--- config.mk ---
export PLATFORM = sky130hd
export DESIGN_NAME = fetch_ctrl
export DESIGN_NICKNAME = d
export VERILOG_FILES = /design/src/rtl/fetch_ctrl.sv
export SDC_FILE = /design/constraint.sdc
export NUM_CORES = 1
export LEC_CHECK = 0
export BUFFER_PORTS_ARGS = -buffer_cell sky130_fd_sc_hd__buf_4
export CAP_MARGIN = 40
export CORE_MARGIN = 5
export CORE_UTILIZATION = 55
export DETAILED_ROUTE_END_ITERATION = 7
export GPL_TIMING_DRIVEN = 1
export HOLD_SLACK_MARGIN = 0.06
export PLACE_DENSITY_LB_ADDON = 0.08
export SLEW_MARGIN = 20
export SYNTH_ARGS = -nofsm -noshare
export SYNTH_HDL_FRONTEND = slang
export SYNTH_SLANG_ARGS = --single-unit
--- constraint.sdc ---
create_clock -name clk -period 5.1 [get_ports clk]
set_input_delay 0.255 -clock clk [delete_from_list [all_inputs] [get_ports clk]]
set_output_delay 0.255 -clock clk [all_outputs]
set_load 0.03 [all_outputs]
--- src/rtl/fetch_ctrl.sv ---
// Fetch sequencer: issues BRAM word reads, tracks the one in-flight read and holds results in a 2-entry queue.
// Optional build macro FETCH_PERF_EN adds stall and redirect event counters.
module fetch_ctrl #(
  parameter int DWIDTH   = 32,
  parameter int AWIDTH   = 9,
  parameter int RESET_PC = 0
) (
  input  logic              clk,
  input  logic              reset,
  input  logic              take_branch,
  input  logic [AWIDTH-1:0] branch_loc,
  output logic [AWIDTH-1:0] mem_addr,
  output logic              mem_en,
  input  logic [DWIDTH-1:0] mem_rdata,
  output logic [DWIDTH-1:0] o_instr,
  output logic [AWIDTH-1:0] o_pc,
  output logic              o_valid,
  input  logic              i_ready
`ifdef FETCH_PERF_EN
  ,
  output logic [31:0]       perf_stall_cycles,
  output logic [31:0]       perf_redirects
`endif
);

  localparam logic [AWIDTH-1:0] RESET_ADDR = AWIDTH'(RESET_PC);
  localparam logic [AWIDTH-1:0] ADDR_ONE   = {{(AWIDTH-1){1'b0}}, 1'b1};

  logic [AWIDTH-1:0] pc_r;
  logic [AWIDTH-1:0] inflight_pc_r;
  logic              inflight_r;
  logic [DWIDTH-1:0] q_instr_r [2];
  logic [AWIDTH-1:0] q_pc_r [2];
  logic              head_r;
  logic              tail_r;
  logic [1:0]        occ_r;

  logic              pop_s;
  logic              push_s;
  logic              issue_s;
  logic [2:0]        demand_s;

  assign o_instr = q_instr_r[head_r];
  assign o_pc    = q_pc_r[head_r];

  // Per-cycle handshake, capture and issue decisions; a redirect hides the queue and overrides the address.
  always_comb begin
    o_valid  = 1'b0;
    pop_s    = 1'b0;
    push_s   = 1'b0;
    issue_s  = 1'b0;
    demand_s = 3'd0;
    mem_en   = 1'b0;
    mem_addr = pc_r;
    if (reset) begin
      mem_en = 1'b0;
    end else if (take_branch) begin
      issue_s  = 1'b1;
      mem_en   = 1'b1;
      mem_addr = branch_loc;
    end else begin
      o_valid  = (occ_r != 2'd0);
      pop_s    = o_valid & i_ready;
      push_s   = inflight_r;
      // Entries that will be held after this cycle; only issue if one slot remains for the new read.
      demand_s = {1'b0, occ_r} + {2'b00, inflight_r} - {2'b00, pop_s};
      issue_s  = (demand_s < 3'd2);
      mem_en   = issue_s;
    end
  end

  // Queue storage, pointers, occupancy, PC and in-flight tracking.
  always_ff @(posedge clk) begin
    if (reset) begin
      pc_r          <= RESET_ADDR;
      inflight_r    <= 1'b0;
      inflight_pc_r <= RESET_ADDR;
      head_r        <= 1'b0;
      tail_r        <= 1'b0;
      occ_r         <= 2'd0;
      for (int i = 0; i < 2; i++) begin
        q_instr_r[i] <= '0;
        q_pc_r[i]    <= '0;
      end
    end else if (take_branch) begin
      pc_r          <= branch_loc + ADDR_ONE;
      inflight_r    <= 1'b1;
      inflight_pc_r <= branch_loc;
      head_r        <= 1'b0;
      tail_r        <= 1'b0;
      occ_r         <= 2'd0;
    end else begin
      if (push_s) begin
        q_instr_r[tail_r] <= mem_rdata;
        q_pc_r[tail_r]    <= inflight_pc_r;
        tail_r            <= ~tail_r;
      end
      if (pop_s) begin
        head_r <= ~head_r;
      end
      occ_r <= occ_r + {1'b0, push_s} - {1'b0, pop_s};
      if (issue_s) begin
        pc_r          <= pc_r + ADDR_ONE;
        inflight_pc_r <= pc_r;
        inflight_r    <= 1'b1;
      end else begin
        inflight_r    <= 1'b0;
      end
    end
  end

`ifdef FETCH_PERF_EN
  logic [31:0] stall_cnt_r;
  logic [31:0] redirect_cnt_r;

  // Free-running wrapping event counters.
  always_ff @(posedge clk) begin
    if (reset) begin
      stall_cnt_r    <= 32'd0;
      redirect_cnt_r <= 32'd0;
    end else begin
      if (o_valid & ~i_ready) begin
        stall_cnt_r <= stall_cnt_r + 32'd1;
      end
      if (take_branch) begin
        redirect_cnt_r <= redirect_cnt_r + 32'd1;
      end
    end
  end

  assign perf_stall_cycles = stall_cnt_r;
  assign perf_redirects    = redirect_cnt_r;
`endif

endmodule

==> results.toml <==
[cts]
cts_repair_resize_count = 0
cts.sinks = 106
cts_buffers = 9
cts_hold_buffers = 0
tritoncts = "built"
cts_buffer_depth = 2
cts.root.buffer_cell = "sky130_fd_sc_hd__clkbuf_8"
clk-insertion-delay-late_ns = 0.36
clock_tree.htree_level_count = 3
cts.clk_slew.worst_paths_ns = 0.10
cts.repair_timing.setup_buffer_count = 0

[sta]
slew_violations = 0
grt_setup_unrepaired = "false"
min_period_over_period = 0.601
fin_crit_ns = 3.06
fin_setup_tns_ns = 0
final_report_hold_violation_count = 0
max_slew_margin = 0.607
final_setup_violation_count = 0
clock.fmax_mhz = 326
worst_slew_pin_slew_ns = 0.589
worst_clock_skew_on_the_final_layout_ns = 0.0133
timing.hold.ws_ns = 0.0980

[synth]
synthesis.instances = 390
synth-adder-area-share = 0.0141
synth_mux_area_frac = 0.132
synth_edf_count = 82
netlist.top_cell.by_area = "sky130_fd_sc_hd__edfxtp_1"
dominant_combinational_cell_family_by_area_after_synthesis = "simple AND/OR/NAND/NOR gates"
synth-xor-area-share = 0.0335
synth_largest_type_area_fraction = 0.496
synth.yosys.warnings = 0
async_s_r_ff_share_synth = 0
synthesized_nets = 440
synthFlopType = "sky130_fd_sc_hd__edfxtp_1"
syn-mean-instance-area_sq_um = 12.7
synth_most_common_cell = "sky130_fd_sc_hd__and2_1"
post_synthesis_cell_type_count = 36
synth.top_cells.by_count = "sky130_fd_sc_hd__and2_1, sky130_fd_sc_hd__edfxtp_1, sky130_fd_sc_hd__mux2_2"
synth-simple-area-share = 0.170
seq_area_frac_synth = 0.592
netlist_area_sq_um = 4970
area_fraction_in_compound_gates_after_synthesis = 0.0358
ys_ff_latch = 106
post_synth_main_area_contributors = "sky130_fd_sc_hd__edfxtp_1, sky130_fd_sc_hd__mux2_2, sky130_fd_sc_hd__and2_1, sky130_fd_sc_hd__dfxtp_1, sky130_fd_sc_hd__xnor2_1"

[floorplan]
die-area_sq_um = 11000
fp.coreArea_sq_um = 8760
total_i_o_pin_count = 97
die_width_microns = 105
floorplan.die.height_microns = 105
count_of_standard_cell_rows = 34
initial_utilization = 0.567

[setup_path]
reg_to_reg_endpoint = "inflight_pc_r[8]"
arrival_time_at_the_worst_endpoint_ns = 2.81
crit_path_frequent_cell = "sky130_fd_sc_hd__nor2_1"
r2r-start = "occ_r[1]"
critical_path.max_fanout = 14
cp_slowest_stage_delay_ns = 0.47
reg2reg_slack_ns = 2.43
worst-endpoint-required_ns = 4.85
endpoint = "mem_en"
critical_path.endpoint_type = "primary output"
timing.critical_path.from = "occ_r[1]"
critPathLaunchType = "flop"
path_cells = "nor2_1, nor2b_1, ha_1, nor2b_1, fa_1, nor2_2, buf_6, nor2_1, nor2_1, buf_4"
crit_path_kind = "reg2out"
slowest_stage = "sky130_fd_sc_hd__fa_1"
r2r_cells = 10

[drt]
detail-route-antenna-nets = 0
wire_per_inst_microns = 16.1
detail_route.iter0.violations = 106
routed-via-count = 3145
routed_via_density = 5.29
drtPass1Iterations = 6
drc = 0
totalWireLength_microns = 9590

[pwr]
power.density_cell_area_nw_per_um2 = 295
post-layout-total-power_mw = 1.78
leakagePower_nw = 2.48
power.ir.vdd_worst_v = 0.000133

[finish]
nets = 531
layout.cells.non_filler = 594
syn_to_final_growth_pct = 21.3
num_antenna_cells = 0
postLayoutCellArea_sq_um = 6020
drive_above_1_share = 0.362

[placement]
numPlacedInstances = 577
placement.io_buffers = 96
placedInstanceArea_sq_um = 5810
hpwlAfterDp_microns = 6550
routabilityCongestion = 0.764

[run_status]
outcome = "complete, no violations"

[run]
cap_violations = 0

[hold_path]
worstHoldPathType = "in2reg"

[grt]
grt_pass1_wl_microns = 15900
pin_count_of_the_biggest_net_entering_global_routing = 50
grt_pass1_vias = 3264
antenna_found_initial = 0
grt.overflow.total = 0
grt_use_total = 0.178
-- report_power, final --
part	switching, mW	internal [mW]	leakage [nW]
sequential	0.0226	0.977	1.05
clock	0.283	0.233	0.0950
combinational	0.148	0.115	1.34
total	0.453	1.32	2.48
-- per-layer routing --
metal / share of wire / wire length [microns] / track usage / vias to the layer above
met3: 0.054 / 518 / 0.0290 / 6
met4: 0.0066 / 63 / 0.0557 / 0
met1: 0.41 / 3980 / 0.229 / 1514
met5: 0 / 0 / 0 / -
met2: 0.52 / 5030 / 0.307 / 74
li1: - / - / - / 1551
-- cell type report --
| class | count | area, sq um |
|---|---|---|
| sequential | 106 | 2940 |
| fill | 686 | 2740 |
| multi-input combinational | 256 | 1930 |
| timing repair buffer | 102 | 795 |
| tap | 108 | 135 |
| clock buffer | 10 | 128 |
| clock inverter | 6 | 73.8 |
| inverter | 6 | 22.5 |
-- worst max-delay path: cells and delay by family (launching register included) --
family | cells | cell delay (ns)
buf+inv | 2 | 0.40
flops | 1 | 0.38
simple gates | 6 | 0.94
fa+ha+maj | 2 | 0.73
-- registers in the layout (all words and copies together) (netlist names), named ones only --
signal and flops:
q_instr_r 64, q_pc_r 18, inflight_pc_r 9, pc_r 9
occ_r 2, head_r 1, inflight_r 1, tail_r 1
-- placed cells by master, fill, tap and decap left out, types with 3 or more instances in the layout --
cell type | Yosys | routed
sky130_fd_sc_hd__buf_4 | 1 | 99
sky130_fd_sc_hd__nor2b_1 | 3 | 3
sky130_fd_sc_hd__xnor2_1 | 13 | 13
sky130_fd_sc_hd__nor2_1 | 13 | 12
sky130_fd_sc_hd__edfxtp_1 | 82 | 82
sky130_fd_sc_hd__a211oi_1 | 5 | 5
sky130_fd_sc_hd__mux2i_1 | 7 | 7
sky130_fd_sc_hd__inv_1 | 6 | 6
sky130_fd_sc_hd__o21ai_0 | 8 | 7
sky130_fd_sc_hd__o21a_1 | 4 | 4
sky130_fd_sc_hd__dfxtp_1 | 24 | 23
sky130_fd_sc_hd__nor3_1 | 9 | 9
sky130_fd_sc_hd__nand3_1 | 3 | 3
sky130_fd_sc_hd__ha_1 | 4 | 4
sky130_fd_sc_hd__a21oi_1 | 5 | 5
sky130_fd_sc_hd__and2_1 | 89 | 89
sky130_fd_sc_hd__nand2_1 | 16 | 16
sky130_fd_sc_hd__xor2_1 | 6 | 6
sky130_fd_sc_hd__clkbuf_8 | 0 | 9
sky130_fd_sc_hd__mux2_2 | 52 | 52
sky130_fd_sc_hd__nand4_1 | 4 | 4
-- metrics by stage --
step / utilization / setup WS, ns
after floorplan: - / 1.04
after global placement: 0.658 / 2.16
after detailed placement: 0.663 / 2.07
after CTS: 0.686 / 1.64
after global routing: 0.687 / 1.86
final: 0.687 / 2.04
-- cells by family after synthesis --
family                     after synthesis
xor gates and xnor gates                19
AOI/OAI and AO/OA                       27
buffers and inverters                   28
muxes                                   59
adders and majority gates                5
and+or+nand+nor                        146
DFF                                    106
-- worst min path at each step --
stage	startpoint	depth (start not counted)	to	slack, ns
floorplan	branch_loc[0]	1	pc_r[0]	0.35
global route	branch_loc[0]	2	pc_r[0]	0.08
detailed placement	branch_loc[0]	2	pc_r[0]	0.48
finish	branch_loc[0]	2	pc_r[0]	0.1
CTS	branch_loc[0]	2	pc_r[0]	0.07
global placement	branch_loc[0]	2	pc_r[0]	0.47
Note: power is estimated with default switching activity, not from simulation.
